### config.mk
export PLATFORM = sky130hd
export DESIGN_NAME = fetch_unit
export DESIGN_NICKNAME = d
export VERILOG_FILES = /design/src/rtl/fetch_unit_pkg.sv /design/src/rtl/fetch_unit_queue.sv /design/src/rtl/fetch_unit.sv
export SDC_FILE = /design/constraint.sdc
export NUM_CORES = 1
export LEC_CHECK = 0
export BUFFER_PORTS_ARGS = -buffer_cell sky130_fd_sc_hd__buf_2
export CELL_PAD_IN_SITES_DETAIL_PLACEMENT = 0
export CELL_PAD_IN_SITES_GLOBAL_PLACEMENT = 2
export CORE_UTILIZATION = 39
export DETAILED_ROUTE_END_ITERATION = 16
export PLACE_DENSITY_LB_ADDON = 0.2
export SETUP_SLACK_MARGIN = 0.4
export SYNTH_ARGS = -nofsm -noshare
export SYNTH_HDL_FRONTEND = slang
export SYNTH_SLANG_ARGS = --single-unit
### constraint.sdc
create_clock -name clk -period 6.4 [get_ports clk]
set_input_delay 0.32 -clock clk [delete_from_list [all_inputs] [get_ports clk]]
set_output_delay 0.32 -clock clk [all_outputs]
set_load 0.005 [all_outputs]
### src/rtl/fetch_unit_pkg.sv
`default_nettype none
// +----------------------------------------------------------------------------+
// | Module      : fetch_unit_pkg                                               |
// | Description : Shared constants for the instruction-fetch front end.        |
// |               Holds the fetch FSM state encodings. The DS_FETCH state is   |
// |               only used when TORU_DELAY_SLOT_EN is defined.                |
// | Revision    : 1.0 - initial release                                        |
// +----------------------------------------------------------------------------+
package fetch_unit_pkg;

    // Fetch FSM state encodings (explicit 1-bit width)
    localparam logic [0:0] c_ST_RUN      = 1'b0;
    localparam logic [0:0] c_ST_DS_FETCH = 1'b1;

endpackage
`default_nettype wire

### src/rtl/fetch_unit_queue.sv
`default_nettype none
// +----------------------------------------------------------------------------+
// | Module      : fetch_unit_queue                                             |
// | Description : DEPTH-entry synchronous prefetch FIFO of {pc, inst} pairs.   |
// |               Supports simultaneous push/pop, a full flush (optionally     |
// |               combined with a push into the emptied queue) and a           |
// |               keep_second operation that leaves only entry head+1.         |
// | Ports       : clk, rst          - clock, async active-high reset           |
// |               push/push_pc/push_inst - write {pc,inst} at tail             |
// |               pop               - retire head entry                        |
// |               flush             - empty the queue (push still honoured)    |
// |               keep_second       - keep only entry head+1                   |
// |               head_valid/head_pc/head_inst - head entry, zero when empty   |
// |               count             - number of valid entries                  |
// | Revision    : 1.0 - initial release                                        |
// +----------------------------------------------------------------------------+
module fetch_unit_queue #(
    parameter int ADDR_W = 32,
    parameter int DATA_W = 32,
    parameter int DEPTH  = 4
) (
    input  logic                     clk,
    input  logic                     rst,
    input  logic                     push,
    input  logic [ADDR_W-1:0]        push_pc,
    input  logic [DATA_W-1:0]        push_inst,
    input  logic                     pop,
    input  logic                     flush,
    input  logic                     keep_second,
    output logic                     head_valid,
    output logic [ADDR_W-1:0]        head_pc,
    output logic [DATA_W-1:0]        head_inst,
    output logic [$clog2(DEPTH):0]   count
);

    localparam int PTR_W = $clog2(DEPTH);
    localparam int CNT_W = PTR_W + 1;

    logic [ADDR_W-1:0] r_mem_pc   [DEPTH];
    logic [DATA_W-1:0] r_mem_inst [DEPTH];
    logic [PTR_W-1:0]  r_rd_ptr;
    logic [PTR_W-1:0]  r_wr_ptr;
    logic [CNT_W-1:0]  r_count;
    logic [PTR_W-1:0]  w_wr_idx;

    // A push that coincides with a flush lands in slot 0 of the emptied queue
    assign w_wr_idx = flush ? '0 : r_wr_ptr;

    always_ff @(posedge clk) begin
        if (push) begin
            r_mem_pc[w_wr_idx]   <= push_pc;
            r_mem_inst[w_wr_idx] <= push_inst;
        end
    end

    always_ff @(posedge clk or posedge rst) begin
        if (rst) begin
            r_rd_ptr <= '0;
            r_wr_ptr <= '0;
            r_count  <= '0;
        end else if (flush) begin
            r_rd_ptr <= '0;
            r_wr_ptr <= push ? PTR_W'(1) : '0;
            r_count  <= push ? CNT_W'(1) : '0;
        end else if (keep_second) begin
            // Storage is untouched; only the window moves to cover head+1 alone
            r_rd_ptr <= r_rd_ptr + PTR_W'(1);
            r_wr_ptr <= r_rd_ptr + PTR_W'(2);
            r_count  <= CNT_W'(1);
        end else begin
            if (push) begin
                r_wr_ptr <= r_wr_ptr + PTR_W'(1);
            end
            if (pop) begin
                r_rd_ptr <= r_rd_ptr + PTR_W'(1);
            end
            r_count <= r_count + CNT_W'(push) - CNT_W'(pop);
        end
    end

    assign head_valid = (r_count != '0);
    assign head_pc    = head_valid ? r_mem_pc[r_rd_ptr]   : '0;
    assign head_inst  = head_valid ? r_mem_inst[r_rd_ptr] : '0;
    assign count      = r_count;

endmodule
`default_nettype wire

### src/rtl/fetch_unit.sv
`default_nettype none
// +----------------------------------------------------------------------------+
// | Module      : fetch_unit                                                   |
// | Description : Instruction-fetch front end. Owns the PC, issues one         |
// |               synchronous-ROM read per cycle while the prefetch queue has  |
// |               room, buffers returned words and presents {pc,inst} to ID    |
// |               with a stall handshake. ID branch redirects flush the queue. |
// |               Build option TORU_DELAY_SLOT_EN: redirects keep the          |
// |               instruction after the branch (delay slot).                   |
// | Ports       : clk, rst (async, active-high)                                |
// |               rom_data_i  - ROM data, valid the cycle after rom_ce_o       |
// |               rom_ce_o    - ROM read strobe                                |
// |               rom_addr_o  - ROM read address (fetch PC)                    |
// |               stall_i     - ID cannot accept the head                      |
// |               branch_flag_i/branch_target_i - redirect, qualified by pop   |
// |               id_valid_o/id_pc_o/id_inst_o  - head entry, zero when empty  |
// | Revision    : 1.0 - initial release                                        |
// +----------------------------------------------------------------------------+
module fetch_unit
    import fetch_unit_pkg::*;
#(
    parameter int                ADDR_W   = 32,
    parameter int                DATA_W   = 32,
    parameter int                DEPTH    = 4,
    parameter logic [ADDR_W-1:0] RESET_PC = '0,
    parameter int                PC_STEP  = 4
) (
    input  logic              clk,
    input  logic              rst,
    input  logic [DATA_W-1:0] rom_data_i,
    output logic              rom_ce_o,
    output logic [ADDR_W-1:0] rom_addr_o,
    input  logic              stall_i,
    input  logic              branch_flag_i,
    input  logic [ADDR_W-1:0] branch_target_i,
    output logic              id_valid_o,
    output logic [ADDR_W-1:0] id_pc_o,
    output logic [DATA_W-1:0] id_inst_o
);

    localparam int CNT_W = $clog2(DEPTH) + 1;
    localparam int OCC_W = CNT_W + 1;

    logic [ADDR_W-1:0] r_pc;
    logic [ADDR_W-1:0] r_tag;
    logic              r_inflight;
    logic              r_ce_en;

    logic [CNT_W-1:0]  w_count;
    logic [OCC_W-1:0]  w_occupancy;
    logic              w_pop;
    logic              w_redirect;
    logic              w_issue;
    logic              w_q_push;
    logic              w_q_flush;
    logic              w_q_keep;
    logic [ADDR_W-1:0] w_pc_nxt;

`ifdef TORU_DELAY_SLOT_EN
    logic [0:0]        r_state;
    logic [0:0]        w_state_nxt;
    logic [ADDR_W-1:0] r_target;
    logic [ADDR_W-1:0] w_target_nxt;
`endif

    // Queued entries plus the outstanding read must fit, so a full queue never sees a push
    assign w_occupancy = {1'b0, w_count} + OCC_W'(r_inflight);
    assign w_pop       = id_valid_o & ~stall_i;
    assign w_redirect  = branch_flag_i & w_pop;
    assign w_issue     = r_ce_en & (w_occupancy < OCC_W'(DEPTH)) & ~w_redirect;

    assign rom_ce_o    = w_issue;
    assign rom_addr_o  = r_pc;

    always_comb begin
        w_q_push  = r_inflight;
        w_q_flush = 1'b0;
        w_q_keep  = 1'b0;
        w_pc_nxt  = w_issue ? (r_pc + ADDR_W'(PC_STEP)) : r_pc;
`ifdef TORU_DELAY_SLOT_EN
        w_state_nxt  = r_state;
        w_target_nxt = r_target;
        if (w_redirect) begin
            if (w_count >= CNT_W'(2)) begin
                // Delay slot already queued behind the branch
                w_q_keep = 1'b1;
                w_q_push = 1'b0;
                w_pc_nxt = branch_target_i;
            end else if (r_inflight) begin
                // Delay slot is the response arriving now; it refills the emptied queue
                w_q_flush = 1'b1;
                w_pc_nxt  = branch_target_i;
            end else begin
                // Delay slot not yet fetched: fetch it from the current pc first
                w_q_flush    = 1'b1;
                w_target_nxt = branch_target_i;
                w_state_nxt  = c_ST_DS_FETCH;
            end
        end else if ((r_state == c_ST_DS_FETCH) && w_issue) begin
            w_pc_nxt    = r_target;
            w_state_nxt = c_ST_RUN;
        end
`else
        if (w_redirect) begin
            w_q_flush = 1'b1;
            w_q_push  = 1'b0;
            w_pc_nxt  = branch_target_i;
        end
`endif
    end

    always_ff @(posedge clk or posedge rst) begin
        if (rst) begin
            r_pc       <= RESET_PC;
            r_tag      <= '0;
            r_inflight <= 1'b0;
            r_ce_en    <= 1'b0;
        end else begin
            r_ce_en    <= 1'b1;
            r_pc       <= w_pc_nxt;
            r_inflight <= w_issue;
            if (w_issue) begin
                r_tag <= r_pc;
            end
        end
    end

`ifdef TORU_DELAY_SLOT_EN
    always_ff @(posedge clk or posedge rst) begin
        if (rst) begin
            r_state  <= c_ST_RUN;
            r_target <= '0;
        end else begin
            r_state  <= w_state_nxt;
            r_target <= w_target_nxt;
        end
    end
`endif

    fetch_unit_queue #(
        .ADDR_W (ADDR_W),
        .DATA_W (DATA_W),
        .DEPTH  (DEPTH)
    ) u_queue (
        .clk         (clk),
        .rst         (rst),
        .push        (w_q_push),
        .push_pc     (r_tag),
        .push_inst   (rom_data_i),
        .pop         (w_pop),
        .flush       (w_q_flush),
        .keep_second (w_q_keep),
        .head_valid  (id_valid_o),
        .head_pc     (id_pc_o),
        .head_inst   (id_inst_o),
        .count       (w_count)
    );

endmodule
`default_nettype wire

==> results.json <==
{
  "cts-root-buf": "sky130_fd_sc_hd__clkbuf_16",
  "start_util_pct": 39.9,
  "power.ir.vdd_worst_uv": 198,
  "sequential_area_share_after_synthesis_pct": 72.8,
  "drive_gt1_share_pct": 36.1,
  "grt_setup_unrepaired": "no",
  "run_status": "complete, no violations",
  "globalRoute.totalOverflow": 0,
  "via_per_inst": 5.04,
  "asyncSetResetFlopFracSynth_pct": 22.2,
  "synth_flop_cell": "sky130_fd_sc_hd__edfxtp_1",
  "dp_hpwl_microns": 17200,
  "gpl.final_weighted_congestion": 0.765,
  "hold_worst_slack_ns": 0.0102,
  "placeableCoreArea_sq_um": 32800,
  "drtAntennaViolNets": 0,
  "gr-usage-all-layers_pct": 16.4,
  "ios": 166,
  "tritoncts": "yes",
  "grt_pass1_vias": 7284,
  "total_chip_power_w": 0.00724,
  "placementRows": 66,
  "cp_buf_inv_count": 3,
  "initial_antenna_violation_count": 0,
  "yosys_warnings": 0,
  "number_of_search_and_repair_iterations_in_the_first_detailed_routing_pass": 4,
  "pwr_per_cell_area_nw_per_um2": 464,
  "die_ht_microns": 185,
  "clock_path_buffers": 3,
  "dr_total_vias": 6892,
  "path_cells": "nor3_1 > inv_2 > nand3b_1 > nand3_2 > inv_1 > buf_2",
  "fin_tns_setup_ns": 0,
  "crit_arrival_ns": 3.70,
  "postRouteWirelength_microns": 27200,
  "final_max_slew_viol_count": 0,
  "port_buffers": 165,
  "finish.net_count": 976,
  "delay_of_the_slowest_cell_on_the_worst_path_ns": 0.78,
  "syn-mean-instance-area_sq_um": 18.0,
  "worstMarginPinSlew_ns": 1.02,
  "min_path_type": "primary input to flop",
  "ys_seq_elements": 329,
  "clk_pin_slew_worst_paths_ns": 0.06,
  "slew_headroom_pct": 32.1,
  "drt_iter0_markers": 384,
  "pin_count_of_the_biggest_net_entering_global_routing": 74,
  "synth_enable_flop_cells": 256,
  "final_min_period_over_clock_period_pct": 62.8,
  "route.detailed.drc": 0,
  "total_leakage_power_nw": 5.61,
  "final_period_minus_worst_setup_slack_ns": 4.02,
  "cp_max_fo": 66,
  "synth.cell_area_sq_um": 13100,
  "critPathLaunchType": "flop",
  "synth_fp_nets": 797,
  "worstSetupPathType": "flop to output pin",
  "critical_path.top_delay_family": "simple AND/OR/NAND/NOR gates",
  "final_hold_violation_count": 0,
  "netlist-cell-type-count": 37,
  "grt_pass1_wl_microns": 42100,
  "setup_viol_count_final": 0,
  "htreeDepth": 2,
  "areaGrowthSynthToFinish_pct": 19.4,
  "crit_path_top_delay_cell": "sky130_fd_sc_hd__nand3_2",
  "max_cap_violations": 0,
  "dieArea_sq_um": 34200,
  "timing.critical_path.to_type": "output pin",
  "antennaDiodeCount": 0,
  "worst_skew_pair.late_latency_ns": 0.52,
  "synthesis.instances": 724,
  "final.setup_skew_ns": 0.0112,
  "cts_buffers": 36,
  "max_freq_ghz": 0.249,
  "die_width_microns": 185,
  "clock-sinks": 329,
  "detail_route.wl_per_cell_microns": 19.9,
  "required_ns": 6.08
}
==> tightest hold or removal path: stages <==
cell and delay, ns:
sky130_fd_sc_hd__buf_2 0.08, sky130_fd_sc_hd__nand2_1 0.04, sky130_fd_sc_hd__nand2_1 0.05
==> metrics by stage <==
stage                     worst slack (ns)  util, %  cells  cell area (sq um)
final                                 2.38     47.6   1368              15600
after global routing                  1.93     47.6   1368              15600
after CTS                             2.22     47.6   1368              15600
after detailed placement              2.73     43.9   1303              14400
after global placement                2.86     43.9   1303              14400
after floorplan                     0.0274        -    724              13100
==> cell usage after synthesis (2+ instances only) <==
cell | count | area (sq um)
sky130_fd_sc_hd__edfxtp_1 | 256 | 7690
sky130_fd_sc_hd__dfrtp_1 | 73 | 1830
sky130_fd_sc_hd__and2_1 | 69 | 432
sky130_fd_sc_hd__mux4_2 | 64 | 1440
sky130_fd_sc_hd__nand2_1 | 46 | 173
sky130_fd_sc_hd__mux2_2 | 29 | 327
sky130_fd_sc_hd__xor2_1 | 26 | 228
sky130_fd_sc_hd__o21ai_0 | 23 | 115
sky130_fd_sc_hd__clkbuf_1 | 20 | 75.1
sky130_fd_sc_hd__nand4_1 | 19 | 119
sky130_fd_sc_hd__buf_2 | 13 | 65.1
sky130_fd_sc_hd__nor2_1 | 13 | 48.8
sky130_fd_sc_hd__nand3_1 | 11 | 55.1
sky130_fd_sc_hd__o21ai_1 | 7 | 35.0
sky130_fd_sc_hd__and3_1 | 6 | 37.5
sky130_fd_sc_hd__inv_1 | 6 | 22.5
sky130_fd_sc_hd__nor3_1 | 5 | 25.0
sky130_fd_sc_hd__buf_1 | 4 | 15.0
sky130_fd_sc_hd__ha_1 | 4 | 50.1
sky130_fd_sc_hd__xnor2_1 | 4 | 35.0
sky130_fd_sc_hd__and4_1 | 3 | 26.3
sky130_fd_sc_hd__nor3b_1 | 3 | 22.5
sky130_fd_sc_hd__a21oi_1 | 2 | 10.0
sky130_fd_sc_hd__a31oi_1 | 2 | 12.5
sky130_fd_sc_hd__mux2_1 | 2 | 22.5
sky130_fd_sc_hd__nand3b_1 | 2 | 15.0
sky130_fd_sc_hd__or3_1 | 2 | 12.5
==> layer usage <==
| metal | GRT usage, % | vias up | wire [microns] |
|---|---|---|---|
| met3 | 2.99 | 41 | 1330 |
| met1 | 22.9 | 3513 | 12400 |
| met2 | 26.1 | 189 | 12900 |
| met5 | 0 | - | 0 |
| met4 | 4.96 | 0 | 572 |
| li1 | - | 3149 | - |
==> cell usage in the layout (no fill, tap or decap), drive strengths merged, types with 2 or more instances in the layout <==
cell         synthesis  layout
a31oi                2       2
nor2                13      13
dlygate4sd3          0       4
buf                 17     174
nor3                 5       5
o21ai               30      30
edfxtp             256     256
ha                   4       4
and3                 6       6
mux2                31      31
dfrtp               73      73
nand3b               2       2
and4                 3       3
mux4                64      64
nand2               46      46
nor3b                3       3
clkinv               0      14
and2                69      69
bufinv               0       4
clkinvlp             0       2
nand3               12      12
xnor2                4       4
xor2                26      26
inv                  6       8
clkbuf              20      39
nand4               20      20
or3                  2       2
a21oi                2       2
==> power by group <==
part	switching [W]	internal (W)
Combinational	0.000852	0.000992
Clock	0.000807	0.00123
Sequential	0.000509	0.00286
Total	0.00217	0.00508
==> kinds of logic after synthesis <==
family / Yosys count / share of synthesized area [%]
AOI/OAI and AO/OA: 37 / 1.61
and+or+nand+nor: 183 / 7.85
xor gates and xnor gates: 30 / 2.01
buffers and inverters: 43 / 1.36
adders and majority gates: 5 / 0.536
muxes: 96 / 13.8
DFF: 329 / 72.8
other: 1 / 0.0287
==> registers in the layout, summed over array words and instances, names as in the netlist <==
name                cells
r_inflight              1
u_queue.r_wr_ptr        2
u_queue.r_mem_pc      128
r_tag                  32
r_ce_en                 1
u_queue.r_rd_ptr        2
u_queue.count           3
u_queue.r_mem_inst    128
rom_addr_o             32
==> layout make-up <==
| type | count | area, sq um |
|---|---|---|
| Sequential cell | 329 | 9520 |
| Clock buffer | 39 | 943 |
| Tap cell | 442 | 553 |
| Inverter | 6 | 23.8 |
| Multi-Input combinational cell | 352 | 3400 |
| Clock inverter | 22 | 224 |
| Fill cell | 2824 | 17200 |
| Timing Repair Buffer | 178 | 933 |
==> worst paths after layout <==
kind / from / end / slack [ns] / depth (start not counted)
max in group asynchronous: rst / u_queue.r_rd_ptr[1] / 5.62 / 3
worst max register to register: u_queue.count[1] / u_queue.count[2] / 2.81 / 11
worst min-delay path: branch_target_i[0] / rom_addr_o[0] / 0.01 / 3
worst min register to register: rom_addr_o[1] / rom_addr_o[1] / 0.52 / 2
min in group asynchronous: rst / rom_addr_o[6] / 0.09 / 3
worst max-delay path: u_queue.count[1] / rom_ce_o / 2.38 / 6
==> repair_timing <==
action                    CTS  global route
hold buffers                4             0
buffers inserted            0             0
hold endpoints to repair    7             0
gates resized for setup     0             0
Note: power is estimated with default switching activity, not from simulation.
